<file path="src/rtl/char_motion_ctrl.sv">
// char_motion_ctrl: frame-ticked player walk, knockback, invulnerability and wall clamping
module char_motion_ctrl #(
  parameter logic [9:0] X_START    = 10'd320,
  parameter logic [9:0] Y_START    = 10'd240,
  parameter logic [9:0] X_MIN      = 10'd32,
  parameter logic [9:0] X_MAX      = 10'd592,
  parameter logic [9:0] Y_MIN      = 10'd32,
  parameter logic [9:0] Y_MAX      = 10'd432,
  parameter logic [9:0] STEP       = 10'd2,
  parameter logic [9:0] KB_STEP    = 10'd4,
  parameter logic [3:0] KB_FRAMES  = 4'd8,
  parameter logic [5:0] INV_FRAMES = 6'd60
) (
  input  logic        Clk,
  input  logic        Reset_n,
  input  logic        frame_clk,
  input  logic [15:0] keycode,
  input  logic        enable,
  input  logic        soft_reset,
  input  logic        hit,
  output logic [9:0]  Char_X,
  output logic [9:0]  Char_Y,
  output logic [1:0]  facing,
  output logic        moving,
  output logic        invulnerable,
  output logic        blink,
  output logic        key_valid
);
  typedef enum logic [1:0] {IDLE, WALK, KNOCK} state_t;
  localparam logic signed [10:0] ST = signed'({1'b0, STEP});
  localparam logic signed [10:0] KS = signed'({1'b0, KB_STEP});
  state_t state, state_n;
  logic f1, f2, f3, tick;
  logic up, dn, lf, rt, dxp, dxn, dyp, dyn, hit_ok, moving_n;
  logic signed [10:0] sx, sy;
  logic [9:0] x_n, y_n;
  logic [1:0] facing_n;
  logic [3:0] kb_cnt, kb_n;
  logic [5:0] inv_cnt, inv_n;

  function automatic logic [9:0] clamp(input logic signed [10:0] v, input logic [9:0] lo, input logic [9:0] hi);
    return v < signed'({1'b0, lo}) ? lo : v > signed'({1'b0, hi}) ? hi : v[9:0];
  endfunction

  // frame_clk is asynchronous: two flops for metastability, third for edge detect
  always_ff @(posedge Clk or negedge Reset_n)
    if (!Reset_n) {f1, f2, f3, tick} <= '0;
    else begin
      f1 <= frame_clk;
      f2 <= f1;
      f3 <= f2;
      tick <= f2 & ~f3;
    end

  assign up = keycode[7:0] == 8'h1A || keycode[15:8] == 8'h1A;
  assign dn = keycode[7:0] == 8'h16 || keycode[15:8] == 8'h16;
  assign lf = keycode[7:0] == 8'h04 || keycode[15:8] == 8'h04;
  assign rt = keycode[7:0] == 8'h07 || keycode[15:8] == 8'h07;
  assign key_valid = up | dn | lf | rt;
  assign dxp = rt & ~lf;
  assign dxn = lf & ~rt;
  assign dyp = dn & ~up;
  assign dyn = up & ~dn;
  assign hit_ok = enable & hit & ~invulnerable & (state != KNOCK);
  assign invulnerable = inv_cnt != 6'd0;
  assign blink = invulnerable & inv_cnt[2];

  always_comb begin
    state_n = state;
    facing_n = facing;
    kb_n = kb_cnt;
    inv_n = inv_cnt;
    sx = '0;
    sy = '0;
    if (enable) begin
      if (state != KNOCK) begin
        state_n = (dxp | dxn | dyp | dyn) ? WALK : IDLE;
        facing_n = dxp ? 2'd3 : dxn ? 2'd2 : dyp ? 2'd1 : dyn ? 2'd0 : facing;
        if (tick && state == WALK) begin
          sx = dxp ? ST : dxn ? -ST : '0;
          sy = dyp ? ST : dyn ? -ST : '0;
        end
      end else if (tick) begin
        sx = facing == 2'd2 ? KS : facing == 2'd3 ? -KS : '0;
        sy = facing == 2'd0 ? KS : facing == 2'd1 ? -KS : '0;
        kb_n = kb_cnt - 4'd1;
        state_n = kb_cnt <= 4'd1 ? IDLE : KNOCK;
      end
      if (tick && invulnerable) inv_n = inv_cnt - 6'd1;
      if (hit_ok) begin
        state_n = KNOCK;
        kb_n = KB_FRAMES;
        inv_n = INV_FRAMES;
      end
    end
    x_n = clamp(signed'({1'b0, Char_X}) + sx, X_MIN, X_MAX);
    y_n = clamp(signed'({1'b0, Char_Y}) + sy, Y_MIN, Y_MAX);
    moving_n = enable & (state_n == WALK);
    if (soft_reset) begin
      state_n = IDLE;
      facing_n = 2'd1;
      kb_n = '0;
      inv_n = '0;
      x_n = X_START;
      y_n = Y_START;
      moving_n = 1'b0;
    end
  end

  always_ff @(posedge Clk or negedge Reset_n)
    if (!Reset_n) begin
      state <= IDLE;
      Char_X <= X_START;
      Char_Y <= Y_START;
      facing <= 2'd1;
      kb_cnt <= '0;
      inv_cnt <= '0;
      moving <= 1'b0;
    end else begin
      state <= state_n;
      Char_X <= x_n;
      Char_Y <= y_n;
      facing <= facing_n;
      kb_cnt <= kb_n;
      inv_cnt <= inv_n;
      moving <= moving_n;
    end
endmodule

</file>
<file path="config.mk">
export PLATFORM = sky130hd
export DESIGN_NAME = char_motion_ctrl
export DESIGN_NICKNAME = d
export VERILOG_FILES = /design/src/rtl/char_motion_ctrl.sv
export SDC_FILE = /design/constraint.sdc
export NUM_CORES = 1
export LEC_CHECK = 0
export CAP_MARGIN = 15
export CELL_PAD_IN_SITES_DETAIL_PLACEMENT = 0
export CELL_PAD_IN_SITES_GLOBAL_PLACEMENT = 1
export CORE_MARGIN = 1.5
export CORE_UTILIZATION = 38
export CTS_BUF_LIST = sky130_fd_sc_hd__clkbuf_2
export DETAILED_ROUTE_END_ITERATION = 6
export PLACE_DENSITY = 0.82
export SLEW_MARGIN = 20
export SYNTH_ARGS = -nofsm -noshare
export SYNTH_HDL_FRONTEND = slang
export SYNTH_SLANG_ARGS = --single-unit
</file>
<file path="constraint.sdc">
create_clock -name Clk -period 3.4 [get_ports Clk]
set_input_delay 0.34 -clock Clk [delete_from_list [all_inputs] [get_ports Clk]]
set_output_delay 0.34 -clock Clk [all_outputs]
set_load 0.02 [all_outputs]
</file>
==> run_results.csv <==
group,metric,value,unit
finish,drive_gt1_frac,0.454,
setup_path,start_kind,"input port",
route,top_layer_used,"met4",
clock_network,clk_latency,0.39,ns
global_routing,gr-total-overflow,0,
timing,worst_pin_slew,0.836,ns
yosys,syn_avg_cell_area,8.68,um^2
setup_path,critPathMaxStageDelay,0.40,ns
route,num_vias,3307,
timing,fin_crit_sh,0.976,
setup_path,reg2reg_depth,12,
setup_path,rr_endpoint,"Char_X[1]",
yosys,synth_ff_type,"dfrtp_1",
clock_network,cts_tree,"done",
yosys,synth_most_common_cell,"dfrtp_1",
worst_hold_path,hp-class,"input port to asynchronous set/reset pin",
pwr,power.switching,0.000536,W
route,finalWirelength,9380,um
yosys,yosys.area.top_type,"dfrtp_1",
setup_path,rrSetupSlack,0.33,ns
pwr,p_leak,2.22,nW
finish,final_nets,556,
setup_path,crit_required,3.73,ns
yosys,syn-instance-count,354,
finish,ff_latch_area,935,um^2
die,die_w,92.9,um
setup_path,critPathKind,"input port to flop",
pwr,combPwrFrac,0.479,
setup_path,cpMaxStageDelayCell,"fa_2",
setup_path,end_kind,"flop",
place,routabilityCongestion,0.863,
timing,tns,0,ns
pwr,internal_power,0.000867,W
route,wl_met2,4900,um
setup_path,worst-path-buf-inv,3,
finish,antenna_cells,0,
die,row_count,32,
finish,multi_input_area,2550,um^2
place,io_buffers,45,
setup_path,crit_chain,"clkbuf_2 > nor3b_4 > nor4b_4 > buf_4 > a31oi_4 > ha_4 > nor3_4 > ha_2 > fa_2 > a211o_1 > a2111oi_2 > o211a_1 > or2_4 > a22oi_2 > buf_4 > nor4b_4",
yosys,synthTopCellsByCount,"30 x dfrtp_1, 27 x nor2_1, 26 x ha_1, 21 x a21oi_1, 21 x inv_1",
timing,finalHoldViolCount,0,
finish,fillers,631,
die,dieHeight,92.9,um
setup_path,r2r-start,"state[1]",
timing,slew_headroom,0.442,
yosys,synth_top_area_share,0.244,
yosys,syn_area,3070,um^2
global_routing,grt_max_degree,38,
setup_path,critical-path-top-delay-family,"compound AO/OA/AOI/OAI gates",
timing,setup_viol,0,
outcome,status,"complete, no violations",
global_routing,first_global_vias,3408,
global_routing,antenna_found_initial,0,
timing,layout_min_cycle_time,3.32,ns
route,wl_met3,318,um
die,dieArea,8640,um^2
yosys,synth-seq-cells,37,
clock_network,cts_buffers,5,
global_routing,track_usage,0.225,
clock_network,path_clk_slew,0.20,ns
yosys,seq_area_frac_synth,0.304,
timing,max_freq,0.301,GHz
clock_network,clock-root-buffer,"clkbuf_2",
die,core_area,7770,um^2
route,wire_per_inst,15.4,um
yosys,yosys_warnings,0,
pwr,clkPwrFrac,0.141,
yosys,synth-async-reset-ratio,1.00,
setup_path,startpoint,"keycode[13]",
finish,syn_to_final_growth,62.6,%
yosys,synthTopCellsByArea,"dfrtp_1 24%, ha_1 11%, dfstp_2 6.0%",
route,ant_nets,0,
timing,fin_skew,0.0162,ns
pwr,power_density,281,nW/um^2
route,drt_pass1_iterations,4,
pwr,pwr-share-seq,0.381,
route,drtIter0Drc,87,
die,ios,48,
pwr,ir_worst_vdd,0.227,mV
yosys,synth_cell_type_count,69,
setup_path,crit_fanout,4,
setup_path,critPathArrivalTime,3.64,ns
place,dpl.hpwl,6860,um
global_routing,grt_pass1_wl,15600,um
yosys,synth_edf_count,0,
die,initial_core_util,0.396,
flow_run,cap_violations,0,
route,drc,0,
route,via_per_inst,5.43,
clock_network,cts_sinks,37,
pwr,p_sw_frac,0.382,
timing,report.final.slew_viol_count,0,
clock_network,htree_levels,2,
timing,holdWs,0.0202,ns
clock_network,cts_buffer_depth,2,
route,drt-met1-wl,4080,um
clock_network,postCtsHoldBufs,0,
[cells in the final DEF (no fill, tap or decap), types with 6 or more instances in the layout]
master,synthesis,final
nand2_1,19,17
a21o_1,10,10
nor3_1,18,11
ha_4,0,13
ha_1,26,10
nand4_1,7,7
inv_1,21,18
clkbuf_2,0,17
o211ai_1,6,6
a21oi_1,21,15
clkdlybuf4s50_1,0,28
o21ai_0,18,11
nor2b_1,9,7
o21ai_1,1,6
buf_4,3,111
xor2_1,7,7
dfstp_2,7,7
dfrtp_1,30,30
nor2_1,27,23
[power by group through the flow]
stage          logic [W]  registers [W]  clock network (W)
2_1_floorplan   0.000335       0.000545                  0
3_3_place_gp    0.000577       0.000539                  0
3_5_place_dp    0.000590       0.000541                  0
4_1_cts         0.000659       0.000534           0.000202
5_1_grt         0.000736       0.000541           0.000223
6_report        0.000672       0.000534           0.000198
[kinds of logic after synthesis]
| logic type | synth area share |
|---|---|
| adder cells (fa/ha/maj) | 0.122 |
| other | 0.00122 |
| multiplexers | 0.00977 |
| flip-flops | 0.304 |
| XOR/XNOR | 0.0285 |
| buffers and inverters | 0.0513 |
| AO/OA/AOI/OAI | 0.246 |
| AND/OR/NAND/NOR | 0.237 |
[layer usage]
layer  up-vias  track usage
li1       1622            -
met1      1609        0.271
met2        67        0.420
met3         9       0.0345
met4         0       0.0429
met5         -            0
[sequential cells by signal (all words and copies together), names as in the netlist]
name,cells
Char_X,9
Char_Y,9
inv_cnt,6
kb_cnt,4
facing,2
state,2
f1,1
f2,1
f3,1
moving,1
tick,1
[worst reg2reg max path: stages (launching register included)]
cell	delay, ns
dfrtp_1	0.46
nand2b_1	0.23
or2_4	0.29
a21oi_4	0.17
buf_12	0.16
ha_4	0.24
a211o_1	0.30
a2111oi_2	0.36
o211a_1	0.26
or2_4	0.14
a22oi_2	0.08
buf_4	0.16
nor4b_4	0.19
[metrics by stage]
step	instances	setup WS [ns]	power [W]	utilization	instance area (um^2)
6_report	609	0.0825	0.00140	0.644	5000
2_1_floorplan	356	-0.0570	0.000880	-	3310
5_1_grt	609	-0.00766	0.00150	0.644	5000
3_3_place_gp	577	-0.680	0.00112	0.575	4470
4_1_cts	598	0.00250	0.00139	0.630	4890
3_5_place_dp	577	-0.795	0.00113	0.575	4470
[what timing repair did]
action | CTS | global route
endpoints found under the setup margin | 17 | 17
pin swaps | 44 | 39
gates resized for setup | 70 | 41
gates cloned | 0 | 0
setup buffers | 14 | 12
[final cells by class]
type / instances / area share
Clock inverter: 3 / 0.00350
Tap cell: 102 / 0.0255
Timing Repair Buffer: 159 / 0.252
Multi-Input combinational cell: 282 / 0.511
Inverter: 21 / 0.0168
Sequential cell: 37 / 0.187
Clock buffer: 5 / 0.00501
[worst max path at each step]
| stage | end | slack (ns) | cells past startpoint |
|---|---|---|---|
| 5_1_grt | Char_X[8] | -0.008 | 22 |
| 6_report | Char_X[1] | 0.08 | 16 |
| 2_1_floorplan | Char_X[3] | -0.06 | 16 |
| 4_1_cts | Char_X[3] | 0.002 | 17 |
| 3_5_place_dp | Char_Y[1] | -0.80 | 18 |
| 3_3_place_gp | Char_Y[7] | -0.68 | 18 |
(Power assumes the default switching activity.)
